<file path="config.mk">
export PLATFORM = sky130hd
export DESIGN_NAME = hazard_unit
export DESIGN_NICKNAME = d
export VERILOG_FILES = /design/src/rtl/cpu_types_pkg.sv /design/src/rtl/hazard_detect.sv /design/src/rtl/hazard_unit.sv
export SDC_FILE = /design/constraint.sdc
export NUM_CORES = 1
export LEC_CHECK = 0
export CELL_PAD_IN_SITES_DETAIL_PLACEMENT = 0
export CELL_PAD_IN_SITES_GLOBAL_PLACEMENT = 2
export CORE_UTILIZATION = 28
export CTS_CLUSTER_DIAMETER = 150
export DETAILED_ROUTE_END_ITERATION = 8
export PLACE_DENSITY_LB_ADDON = 0.1
export SLEW_MARGIN = 20
export SYNTH_ARGS = -nofsm -noshare
export SYNTH_HDL_FRONTEND = slang
export SYNTH_SLANG_ARGS = --single-unit
</file>
<file path="constraint.sdc">
create_clock -name CLK -period 6.27 [get_ports CLK]
set_input_delay 1.254 -clock CLK [delete_from_list [all_inputs] [get_ports CLK]]
set_output_delay 1.254 -clock CLK [all_outputs]
set_load 0.02 [all_outputs]
</file>
<file path="src/rtl/cpu_types_pkg.sv">
// Shared CPU types: register tags, PC select codes and hazard-unit states.
package cpu_types_pkg;

  localparam int REG_W = 5;

  typedef logic [REG_W-1:0] regbits_t;

  typedef enum logic [1:0] {
    PC_NEXT   = 2'd0,
    PC_BRANCH = 2'd1,
    PC_JUMP   = 2'd2,
    PC_JR     = 2'd3
  } pcselect_t;

  typedef enum logic [1:0] {
    RUN   = 2'd0,
    DWAIT = 2'd1,
    HALT  = 2'd2
  } hz_state_t;

  // True when a consumed source operand names a real (non-$0) destination.
  function automatic logic reg_match(input logic use_src, input regbits_t src, input regbits_t dst);
    return use_src && (src == dst) && (dst != 5'd0);
  endfunction

endpackage

</file>
<file path="src/rtl/hazard_detect.sv">
// Register-tag compare between the ID instruction and older in-flight producers.
// FORWARDING_EN selects load-use-only detection; otherwise a full RAW interlock.
module hazard_detect
  import cpu_types_pkg::*;
(
  input  regbits_t ifid_rs,
  input  regbits_t ifid_rt,
  input  logic     ifid_use_rs,
  input  logic     ifid_use_rt,
  input  regbits_t idex_wsel,
  input  logic     idex_WEN,
  input  logic     idex_dREN,
  input  regbits_t exmem_wsel,
  input  logic     exmem_WEN,
  input  regbits_t memwb_wsel,
  input  logic     memwb_WEN,
  output logic     data_hazard
);

  logic hit_ex_s;
  logic hit_mem_s;
  logic hit_wb_s;

  always_comb begin
    hit_ex_s  = reg_match(ifid_use_rs, ifid_rs, idex_wsel)  | reg_match(ifid_use_rt, ifid_rt, idex_wsel);
    hit_mem_s = reg_match(ifid_use_rs, ifid_rs, exmem_wsel) | reg_match(ifid_use_rt, ifid_rt, exmem_wsel);
    hit_wb_s  = reg_match(ifid_use_rs, ifid_rs, memwb_wsel) | reg_match(ifid_use_rt, ifid_rt, memwb_wsel);
  end

`ifdef FORWARDING_EN
  // Results from MEM and WB are forwarded; only a load still in EX is too late.
  logic unused_s;
  assign unused_s    = ^{hit_mem_s, hit_wb_s, exmem_WEN, memwb_WEN};
  assign data_hazard = hit_ex_s & idex_WEN & idex_dREN;
`else
  logic unused_s;
  assign unused_s    = idex_dREN;
  assign data_hazard = (hit_ex_s & idex_WEN) | (hit_mem_s & exmem_WEN) | (hit_wb_s & memwb_WEN);
`endif

endmodule

</file>
<file path="src/rtl/hazard_unit.sv">
// Pipeline enable/flush/PC control with data-memory wait and halt tracking.
// Optional macro FORWARDING_EN reduces data-hazard stalls to load-use only.
module hazard_unit
  import cpu_types_pkg::*;
#(
  parameter int CNT_W = 32
) (
  input  logic             CLK,
  input  logic             RST,
  input  regbits_t         ifid_rs,
  input  regbits_t         ifid_rt,
  input  logic             ifid_use_rs,
  input  logic             ifid_use_rt,
  input  regbits_t         idex_wsel,
  input  logic             idex_WEN,
  input  logic             idex_dREN,
  input  logic             idex_halt,
  input  logic             idex_redirect,
  input  regbits_t         exmem_wsel,
  input  logic             exmem_WEN,
  input  logic             exmem_dREN,
  input  logic             exmem_dWEN,
  input  regbits_t         memwb_wsel,
  input  logic             memwb_WEN,
  input  logic             memwb_halt,
  input  logic             ihit,
  input  logic             dhit,
  output logic             pc_en,
  output logic             ifid_enable,
  output logic             ifid_flush,
  output logic             idex_enable,
  output logic             idex_flush,
  output logic             exmem_enable,
  output logic             exmem_flush,
  output logic             memwb_enable,
  output logic             memwb_flush,
  output logic             halted,
  output logic [CNT_W-1:0] stall_cnt,
  output logic [CNT_W-1:0] flush_cnt
);

  localparam logic [CNT_W-1:0] CNT_MAX = {CNT_W{1'b1}};
  localparam logic [CNT_W-1:0] CNT_ONE = {{(CNT_W-1){1'b0}}, 1'b1};

  hz_state_t        state_q, state_d;
  logic             halted_q, halted_d;
  logic [CNT_W-1:0] stall_cnt_q, stall_cnt_d;
  logic [CNT_W-1:0] flush_cnt_q, flush_cnt_d;
  logic             data_hazard_s;
  logic             mem_wait_s;
  logic             stall_inc_s;
  logic             flush_inc_s;

  hazard_detect u_detect (
    .ifid_rs     (ifid_rs),
    .ifid_rt     (ifid_rt),
    .ifid_use_rs (ifid_use_rs),
    .ifid_use_rt (ifid_use_rt),
    .idex_wsel   (idex_wsel),
    .idex_WEN    (idex_WEN),
    .idex_dREN   (idex_dREN),
    .exmem_wsel  (exmem_wsel),
    .exmem_WEN   (exmem_WEN),
    .memwb_wsel  (memwb_wsel),
    .memwb_WEN   (memwb_WEN),
    .data_hazard (data_hazard_s)
  );

  assign mem_wait_s = (exmem_dREN | exmem_dWEN) & ~dhit;

  // Prioritised per-cycle latch controls; earlier rules mask later ones.
  always_comb begin
    pc_en        = 1'b1;
    ifid_enable  = 1'b1;
    ifid_flush   = 1'b0;
    idex_enable  = 1'b1;
    idex_flush   = 1'b0;
    exmem_enable = 1'b1;
    exmem_flush  = 1'b0;
    memwb_enable = 1'b1;
    memwb_flush  = 1'b0;
    stall_inc_s  = 1'b0;
    flush_inc_s  = 1'b0;
    if (RST) begin
      pc_en       = 1'b0;
      ifid_flush  = 1'b1;
      idex_flush  = 1'b1;
      exmem_flush = 1'b1;
      memwb_flush = 1'b1;
    end else if (state_q == HALT) begin
      pc_en        = 1'b0;
      ifid_enable  = 1'b0;
      idex_enable  = 1'b0;
      exmem_enable = 1'b0;
      memwb_enable = 1'b0;
    end else if (mem_wait_s) begin
      pc_en        = 1'b0;
      ifid_enable  = 1'b0;
      idex_enable  = 1'b0;
      exmem_enable = 1'b0;
      memwb_flush  = 1'b1;
      stall_inc_s  = 1'b1;
    end else if (idex_redirect) begin
      ifid_flush  = 1'b1;
      idex_flush  = 1'b1;
      flush_inc_s = 1'b1;
    end else if (data_hazard_s) begin
      pc_en       = 1'b0;
      ifid_enable = 1'b0;
      idex_flush  = 1'b1;
      stall_inc_s = 1'b1;
    end else if (idex_halt) begin
      pc_en      = 1'b0;
      ifid_flush = 1'b1;
    end else if (!ihit) begin
      pc_en       = 1'b0;
      ifid_flush  = 1'b1;
      stall_inc_s = 1'b1;
    end else begin
      pc_en = 1'b1;
    end
  end

  // State transitions; a halt reaching WB overrides everything but reset.
  always_comb begin
    state_d = state_q;
    if (RST) begin
      state_d = RUN;
    end else if (memwb_halt) begin
      state_d = HALT;
    end else begin
      case (state_q)
        RUN:     state_d = mem_wait_s ? DWAIT : RUN;
        DWAIT:   state_d = dhit ? RUN : DWAIT;
        HALT:    state_d = HALT;
        default: state_d = RUN;
      endcase
    end
    halted_d = (state_d == HALT);
  end

  always_comb begin
    stall_cnt_d = stall_cnt_q;
    flush_cnt_d = flush_cnt_q;
    if (RST) begin
      stall_cnt_d = '0;
      flush_cnt_d = '0;
    end else begin
      if (stall_inc_s && (stall_cnt_q != CNT_MAX)) begin
        stall_cnt_d = stall_cnt_q + CNT_ONE;
      end else begin
        stall_cnt_d = stall_cnt_q;
      end
      if (flush_inc_s && (flush_cnt_q != CNT_MAX)) begin
        flush_cnt_d = flush_cnt_q + CNT_ONE;
      end else begin
        flush_cnt_d = flush_cnt_q;
      end
    end
  end

  always_ff @(posedge CLK) begin
    if (RST) begin
      state_q     <= RUN;
      halted_q    <= 1'b0;
      stall_cnt_q <= '0;
      flush_cnt_q <= '0;
    end else begin
      state_q     <= state_d;
      halted_q    <= halted_d;
      stall_cnt_q <= stall_cnt_d;
      flush_cnt_q <= flush_cnt_d;
    end
  end

  assign halted    = halted_q;
  assign stall_cnt = stall_cnt_q;
  assign flush_cnt = flush_cnt_q;

endmodule

</file>
==> summary.txt, run 1 <==
Outcome
  • Status: completed

STA
  • Min cycle time layout: 5.171 ns
  • Slew HR: 0.3528
  • Tcrit/Tclk final: 0.8248
  • Final setup viols: 0
  • RSZ-0062 raised after global routing: false
  • Hold Violations, Final: 0
  • Max Freq: 193.4 MHz
  • Fin. max-slew vios: 0
  • Clock Skew: 0.007695 ns
  • Setup TNS: 0 ns
  • Least-Margin Pin Slew: 0.9708 ns
  • WHS: 0.4804 ns

Routing
  • Final wirelength: 10,300 um
  • TritonRoute pass-1 iters: 4
  • Via count: 3,532
  • Detailed-route wire length per cell: 14.14 um
  • Via-to-Cell Ratio: 4.852
  • Starting DRT DRC Count: 172
  • Antenna Nets Post-Route: 0
  • Drt drc: 0

Global routing
  • Total GRT Usage: 0.1620
  • Pin count of the biggest net entering global routing: 63
  • Met1 Usage GRT: 0.1961
  • Vias in the first global route: 3,419
  • Top Usage Layer GRT: met2
  • Antenna violations before repair: 0
  • Grt met3 use: 0.03581
  • Met2 Use GR: 0.2758
  • Global route overflow: 0
  • First-pass GRT wire length: 16,760 um

Clock network
  • # clock sinks: 67
  • CTS tree: yes
  • Num CTS Buffers: 9
  • Clock Latency Late Sink: 0.34 ns
  • CTS Root Cell: clkbuf_16
  • Cts hold-fix bufs: 0
  • H-tree Lvls: 3
  • Clock tree buffer depth: 2
  • Clock Pin Slew Worst Setup and Hold Paths: 0.05 ns
  • Post-CTS Setup Bufs: 0
  • Cts repair resizes: 0

Yosys
  • Synth Net Count: 486
  • Syn Area/Cell: 8.215 sq um
  • Mapped Cells: 444
  • Number of distinct library cells after synthesis: 44
  • Synth warn: 0
  • Register area share after synthesis: 0.3678
  • Yosys top cell by area: dfxtp_1
  • Count leader, synth: dfxtp_1
  • Share of the synthesized area in the top cell type: 0.3678
  • Ys flop type: dfxtp_1
  • Synthesized cell area: 3647 sq um
  • Synth top area cells: dfxtp_1 (37%), xnor2_1 (7.9%), xor2_1 (7.2%)
  • Synth cell count leaders: dfxtp_1 (67), nor2_1 (56), xnor2_1 (33)
  • FF+latch count, synth: 67
  • Ys async rst share: 0
  • Number of synthesized flops with an enable pin: 0

Floorplan
  • # IOs: 114
  • Die area: 13,490 sq um
  • Chip height: 116.1 um
  • Initial cell density of the core: 0.2878
  • FP Rows: 41
  • Area of the core: 12,670 sq um
  • Die Wd: 116.1 um

Placement
  • Placed insts: 713
  • PortBufs: 112
  • Gpl congestion: 0.7715
  • Detail Placement HPWL: 7468 um

Final layout
  • Antenna Cells: 0
  • Fraction of layout cells with a size suffix above 1: 0.05216
  • Fin util: 0.4117
  • # nets final: 594
  • Layout fillers: 1,303
  • Non-Filler Instances: 728
  • Area grow syn2layout: 43.02%

Setup path
  • Required time of the critical path: 5.02 ns
  • Reg2reg path depth: 8
  • CP max FO: 3
  • WS Path Type: in2out
  • Arr. time, crit path: 3.92 ns
  • CP Capture Type: output port
  • Startpoint Class: primary input

Power
  • Static leakage: 0.001652 uW
  • Peak supply drop: 0.0001136 V
  • PwrDens: 200.1 nW/um^2

Job
  • MaxCap Viol Count: 0

Hold path
  • Hold Path Cell Cnt: 1
  • Worst hold path type: reg2reg
cells in the final DEF, fill, tap and decap left out, types with 3 or more instances in the layout:
cell,instances
or4_1,12
or3_1,14
xor2_1,30
o31ai_1,11
clkdlybuf4s50_1,111
and3_1,13
nor3_1,10
a21oi_1,28
clkbuf_16,9
o21ai_0,13
or2_2,4
and4_1,4
inv_1,13
o21a_1,3
nor2b_1,7
nand4_1,19
nand2_1,24
xnor2_1,33
nor4_1,8
o211ai_1,5
dfxtp_1,67
nand3_1,25
o21ba_2,3
nor2_1,56
buf_4,3
cell type report:
type / count / area, sq um / area share
Sequential cell: 67 / 1341 / 0.2571
Inverter: 13 / 48.80 / 0.009355
Timing Repair Buffer: 115 / 1139 / 0.2183
Clock inverter: 2 / 35.03 / 0.006716
Multi-Input combinational cell: 346 / 2177 / 0.4174
Clock buffer: 13 / 260.3 / 0.04989
Tap cell: 172 / 215.2 / 0.04126
kinds of logic after synthesis:
group	count (synthesis)	share of synthesized area
xor+xnor	63	0.1513
mux	4	0.01166
buf+inv	31	0.03533
compound gates	75	0.1386
flops	67	0.3678
fa+ha+maj	2	0.006860
simple gates	202	0.2885
registers in the layout, indices dropped and copies added, names as in the netlist:
name       count
flush_cnt     32
stall_cnt     32
state_q        2
halted         1
worst max-delay path, cell delays in order:
cell and delay [ns]:
clkdlybuf4s50_1 0.47, or4_1 0.55, o21a_1 0.19, a32oi_1 0.29
and2_1 0.23, a21oi_1 0.08, nor4_1 0.20, clkdlybuf4s50_1 0.66
worst paths after layout:
check               startpoint  slack (ns)            end
hold / removal      state_q[0]        0.48     state_q[0]
setup reg to reg  stall_cnt[7]        3.27  stall_cnt[26]
hold reg to reg     state_q[0]        0.48     state_q[0]
setup / recovery  idex_wsel[1]        1.10          pc_en
stage by stage:
| stage | instance area (sq um) | worst slack, ns | total power [uW] |
|---|---|---|---|
| after floorplan | 3647 | 1.930 | 490.4 |
| after CTS | 5216 | 1.055 | 1067 |
| after global placement | 4921 | 1.075 | 544.7 |
| after detailed placement | 4921 | 1.059 | 545.2 |
| final | 5216 | 1.099 | 1044 |
| after global routing | 5216 | 0.9586 | 1095 |
power breakdown:
group	switching (uW)	total (uW)	internal, uW
Sequential	2.66	431	429
Clock	182	509	327
Combinational	51.3	104	52.6
layer usage:
| metal | wire length, um | vias to the layer above |
|---|---|---|
| li1 | - | 1809 |
| met1 | 4749 | 1642 |
| met3 | 439 | 13 |
| met4 | 208 | 0 |
| met2 | 4899 | 68 |
| met5 | 0 | - |
(Power assumes the default switching activity.)
==> run 2: changes to the inputs <==
--- a/config.mk
+++ b/config.mk
@@ -7,7 +7,7 @@
 export LEC_CHECK = 0
 export CELL_PAD_IN_SITES_DETAIL_PLACEMENT = 0
 export CELL_PAD_IN_SITES_GLOBAL_PLACEMENT = 2
-export CORE_UTILIZATION = 28
+export CORE_UTILIZATION = 24
 export CTS_CLUSTER_DIAMETER = 150
 export DETAILED_ROUTE_END_ITERATION = 8
 export PLACE_DENSITY_LB_ADDON = 0.1
==> constraint.sdc (replaced) <==
create_clock -name CLK -period 4.51 [get_ports CLK]
set_input_delay 0.902 -clock CLK [delete_from_list [all_inputs] [get_ports CLK]]
set_output_delay 0.902 -clock CLK [all_outputs]
set_load 0.02 [all_outputs]
==> summary.txt, run 2 (same netlist as run 1, synthesis figures left out) <==
Outcome
  • Status: finished with violations
  • Violations in the final reports: design-rule violations

Power
  • Static leakage: 0.001682 uW
  • Sequential share of power: 0.427
  • PwrDens: 267.1 nW/um^2
  • Clock power frac: 0.469
  • Post-layout power: 1403 uW
  • Sw frac: 0.2352
  • Peak supply drop: 0.0001703 V
  • Logic pwr share: 0.105
  • Sw Pwr: 330.1 uW
  • Internal Pwr Total: 1073 uW

Final layout
  • Area grow syn2layout: 44.05%
  • Commonest non-fill, non-tap cells in the layout: clkdlybuf4s50_1 (109), dfxtp_1 (67), nor2_1 (56)
  • Fraction of layout cells with a size suffix above 1: 0.05872
  • Commonest non-fill, non-tap cell in the layout: clkdlybuf4s50_1
  • Non-Filler Instances: 746
  • # nets final: 599
  • Layout fillers: 1,508
  • Antenna Cells: 0

Hold path
  • Worst hold path type: reg2reg
  • Worst Hold Launch: stall_cnt[22]

STA
  • Hold Violations, Final: 0
  • Fin. max-slew vios: 0
  • Min cycle time layout: 4.281 ns
  • Clock Skew: 0.004055 ns
  • Slew HR: 0.4503
  • Least-Margin Pin Slew: 0.8132 ns
  • Tcrit/Tclk final: 0.9492
  • Max Freq: 233.6 MHz
  • RSZ-0062 raised after global routing: false
  • Final worst slack: 0.2293 ns
  • Setup TNS: 0 ns
  • Final setup viols: 0

Setup path
  • CP Capture Type: output port
  • Required time of the critical path: 3.61 ns
  • RR Startpoint: stall_cnt[6]
  • CP max FO: 3
  • WS Path Type: in2out
  • Arr. time, crit path: 3.38 ns
  • CP Launch Point: ifid_rs[2]
  • Startpoint Class: primary input
  • Reg2reg setup slack: 1.62 ns

Routing
  • Starting DRT DRC Count: 171
  • Final wirelength: 10,690 um
  • Detailed-route wire length per cell: 14.33 um
  • Antenna Nets Post-Route: 0
  • Via count: 3,513
  • TritonRoute pass-1 iters: 8
  • Via-to-Cell Ratio: 4.709
  • Drt drc: 7

Placement
  • PortBufs: 112
  • Gpl congestion: 0.7288
  • Pre-CTS setup slack: 0.09811 ns
  • Detail Placement HPWL: 7743 um
  • Placed insts: 730

Clock network
  • H-tree Lvls: 3
  • CTS tree: yes
  • Cts hold-fix bufs: 0
  • Clock tree buffer depth: 2
  • CTS Root Cell: clkbuf_16
  • # clock sinks: 67
  • Clock Latency Late Sink: 0.33 ns
  • Num CTS Buffers: 9
  • Clock Pin Slew Worst Setup and Hold Paths: 0.05 ns

Floorplan
  • Chip height: 125.3 um
  • Die Wd: 125.3 um
  • # IOs: 114
  • FP Rows: 44
  • Area of the core: 14,700 sq um
  • Initial cell density of the core: 0.2481
  • Die area: 15,690 sq um

Global routing
  • Antenna violations before repair: 0
  • Pin count of the biggest net entering global routing: 49
  • Total GRT Usage: 0.1389
  • First-pass GRT wire length: 17,310 um
  • Global route overflow: 0
  • Vias in the first global route: 3,356

Job
  • MaxCap Viol Count: 0
-- run 2: cell types whose count changed in the layout (fill, tap and decap cells not counted) --
cell and change:
clkbuf_1 +2, clkdlybuf4s50_1 -2, bufinv_16 -1, clkinvlp_4 +1
clkinv_2 -1, buf_4 +5, dlymetal6s2s_1 +2
-- run 2: per-stage QoR --
step / hold WS [ns] / instance area (sq um) / utilization
5_1_grt: 0.5267 / 5254 / 0.3574
6_report: 0.5028 / 5254 / 0.3574
4_1_cts: 0.5091 / 5249 / 0.3571
2_1_floorplan: 0.4529 / 3647 / -
3_5_place_dp: 0.4976 / 4974 / 0.3384
3_3_place_gp: 0.4691 / 4974 / 0.3384
-- run 2: worst paths after layout --
kind	endpoint	depth (start not counted)
worst max-delay path	ifid_enable	9
worst min-delay path	stall_cnt[22]	2
worst max register to register	stall_cnt[11]	9
worst min register to register	stall_cnt[22]	2
-- run 2: routing by layer --
layer | up-vias | track usage | wire, um
met5 | - | 0 | 0
met1 | 1621 | 0.1710 | 4952
met4 | 0 | 0.04950 | 128
met2 | 70 | 0.2323 | 5132
li1 | 1814 | - | -
met3 | 8 | 0.03766 | 472
-- run 2: final cells by class --
class,instances,area (sq um),share of cell area
clock inverter,1,7.507,0.001429
multi-input combinational,346,2177,0.4144
sequential,67,1341,0.2553
clock buffer,15,267.8,0.05096
inverter,13,48.80,0.009288
timing repair buffer,120,1181,0.2248
tap,184,230.2,0.04382
-- run 2: what timing repair did --
action | 4_1_cts | 5_1_grt
buffers inserted | 0 | 0
resized for setup | 0 | 2
endpoints found under the hold margin | 0 | 0
endpoints found under the setup margin | 0 | 2
-- run 2: power groups by stage --
stage               clock, uW  combinational, uW  sequential (uW)
detailed placement          0                148              612
finish                    658                147              599
global placement            0                149              612
CTS                       687                149              599
global route              716                159              599
floorplan                   0               67.7              614
-- run 2: worst max-delay path, stage by stage --
cell and delay (ns):
clkdlybuf4s50_1 0.52, xor2_1 0.21, nor4_1 0.37, and3_1 0.23, o221ai_2 0.13, and2_1 0.19
nor3_1 0.21, nor2_1 0.07, clkdlybuf4s50_1 0.54
==> variant: new RTL, flow settings as in run 2 <==
Register the output `flush_cnt` once more, cleared by the reset; this adds one clock of latency there. The other outputs are not delayed to match.
--- a/src/rtl/hazard_unit.sv
+++ b/src/rtl/hazard_unit.sv
@@ -176,5 +176,11 @@
   assign halted    = halted_q;
   assign stall_cnt = stall_cnt_q;
-  assign flush_cnt = flush_cnt_q;
+  always_ff @(posedge CLK) begin
+    if (RST) begin
+      flush_cnt <= '0;
+    end else begin
+      flush_cnt <= flush_cnt_q;
+    end
+  end
 
 endmodule
Check against the original RTL: not equivalent (a bounded check fails within 4 cycles, from zero or initial values and one cycle with RST high).
==> variant against run 2 <==
Worst setup slack improved by 0.087 ns; area after synthesis increased by 30%; total power is 29% higher; utilization decreased by 2.9 points; sequential cell count grew 32; final area increased by 21%; wire length is 22% higher; critical endpoint unchanged; largest cell class unchanged.
==> variant: results (changes against run 2) <==
| Metric | Value |
|---|---|
| Worst-Margin Slew | 0.9018 ns (+0.08861 ns) |
| Clock-pin transition on the worst setup and hold timing paths | 0.08 ns (+0.03 ns) |
| Share of layout cells above drive strength 1 | 7.313% (+1.4 points) |
| Largest net degree at the start of global routing | 62 (+27%) |
| FILL cells | 2116 (+40%) |
| Nets | 666 (+11%) |
| Status | finished clean |
| Initial DRT Pass Iterations | 6 (-2) |
| Cell area after placement | 6086 sq um (+22%) |
| Syn nets | 564 (+16%) |
| Post-synthesis sequential area ratio | 41.81% (+5.0 points) |
| Vias in the first global route | 3921 (+17%) |
| Post-synth cell types | 56 (+27%) |
| Post-CTS Setup Bufs | 0 (unchanged) |
| First-pass GRT wire length | 20.98 mm (+21%) |
| DR iter-0 viols | 156 (-8.8%) |
| Largest cells by area after synthesis | dfxtp_1 42%, nor2b_1 5.5%, xor2_1 5.5% |
| Most instantiated cells after synthesis | 99 x dfxtp_1, 52 x nor2_1, 42 x nor2b_1, 31 x nand3_1 |
| Clk_skew | 0.01042 ns (+0.006365 ns) |
| Clock Latency Late Sink | 0.35 ns (+0.02 ns) |
| Max stage delay on crit path | 0.57 ns (+0.03 ns) |
| Leak | 0.002229 uW (+33%) |
| Vias per cell | 4.596 (-2.4%) |
| Worst path arrival time | 3.29 ns (-0.09 ns) |
| RePlAce Congestion | 0.7669 (+5.2%) |
| Hpwl dp | 9.232 mm (+19%) |
| Max IR drop VDD | 0.1566 mV (-8.0%) |
| Synth async-reset ratio | 0% (unchanged) |
| Final WL | 13.00 mm (+22%) |
variant: repair_timing:
item	CTS	global route
endpoints found under the hold margin	0	0
gates resized for setup	0	2
setup endpoints to repair	0	2
variant: stage by stage:
step	utilization, %	setup slack [ns]	instances	total power [uW]	hold WS, ns
finish	32.85	0.3158	894	1807	0.4713
detailed placement	31.37	0.1309	878	1064	0.4704
global placement	31.37	0.1098	878	1063	0.4665
floorplan	-	0.9264	522	986.3	0.4432
global route	32.85	0.09810	894	1890	0.4998
CTS	32.82	0.1228	894	1843	0.4805
variant: layout make-up:
cell class	instances	area [sq um]	area share, %
tap	265	331.6	5.203
multi-input combinational	388	2566	40.27
clock inverter	6	52.55	0.8247
inverter	8	30.03	0.4712
sequential	99	1982	31.10
clock buffer	10	229.0	3.593
timing repair buffer	118	1181	18.54
variant: layer usage:
layer	wire length [um]	part of all wire, %	track usage, %	up-vias
met2	5995	46	21.05	83
met5	0	0	0	-
met1	6239	48	17.21	1942
met3	605	4.7	3.129	9
met4	163	1.3	4.754	0
li1	-	-	-	2075
variant: tightest hold or removal path: stages, from the launching register on:
cell and delay (ns):
dfxtp_1 0.32, inv_1 0.07, nor2_1 0.05
variant: worst paths after layout:
check,slack (ns),cells past startpoint,from,end
worst min-delay path,0.47,2,flush_cnt_q[29]$_SDFFE_PP0P_,flush_cnt[29]$_SDFF_PP0_
worst max-delay path,0.32,9,ifid_rs[0],ifid_enable
worst min register to register,0.47,2,flush_cnt_q[29]$_SDFFE_PP0P_,flush_cnt[29]$_SDFF_PP0_
worst max register to register,1.62,8,stall_cnt[15]$_SDFFE_PP0P_,stall_cnt[17]$_SDFFE_PP0P_
variant: cell families after synthesis:
logic type / after synthesis / share of synthesized area (%)
multiplexers: 9 / 2.534
adder cells (fa/ha/maj): 2 / 0.5278
XOR/XNOR: 53 / 9.791
flip-flops: 99 / 41.81
AO/OA/AOI/OAI: 73 / 11.16
AND/OR/NAND/NOR: 251 / 30.11
buffers and inverters: 35 / 4.064
variant: power breakdown:
group	total (uW)	internal, uW	switching [uW]
clock network	766	386	380
logic	159	74.3	85.2
registers	881	877	3.70
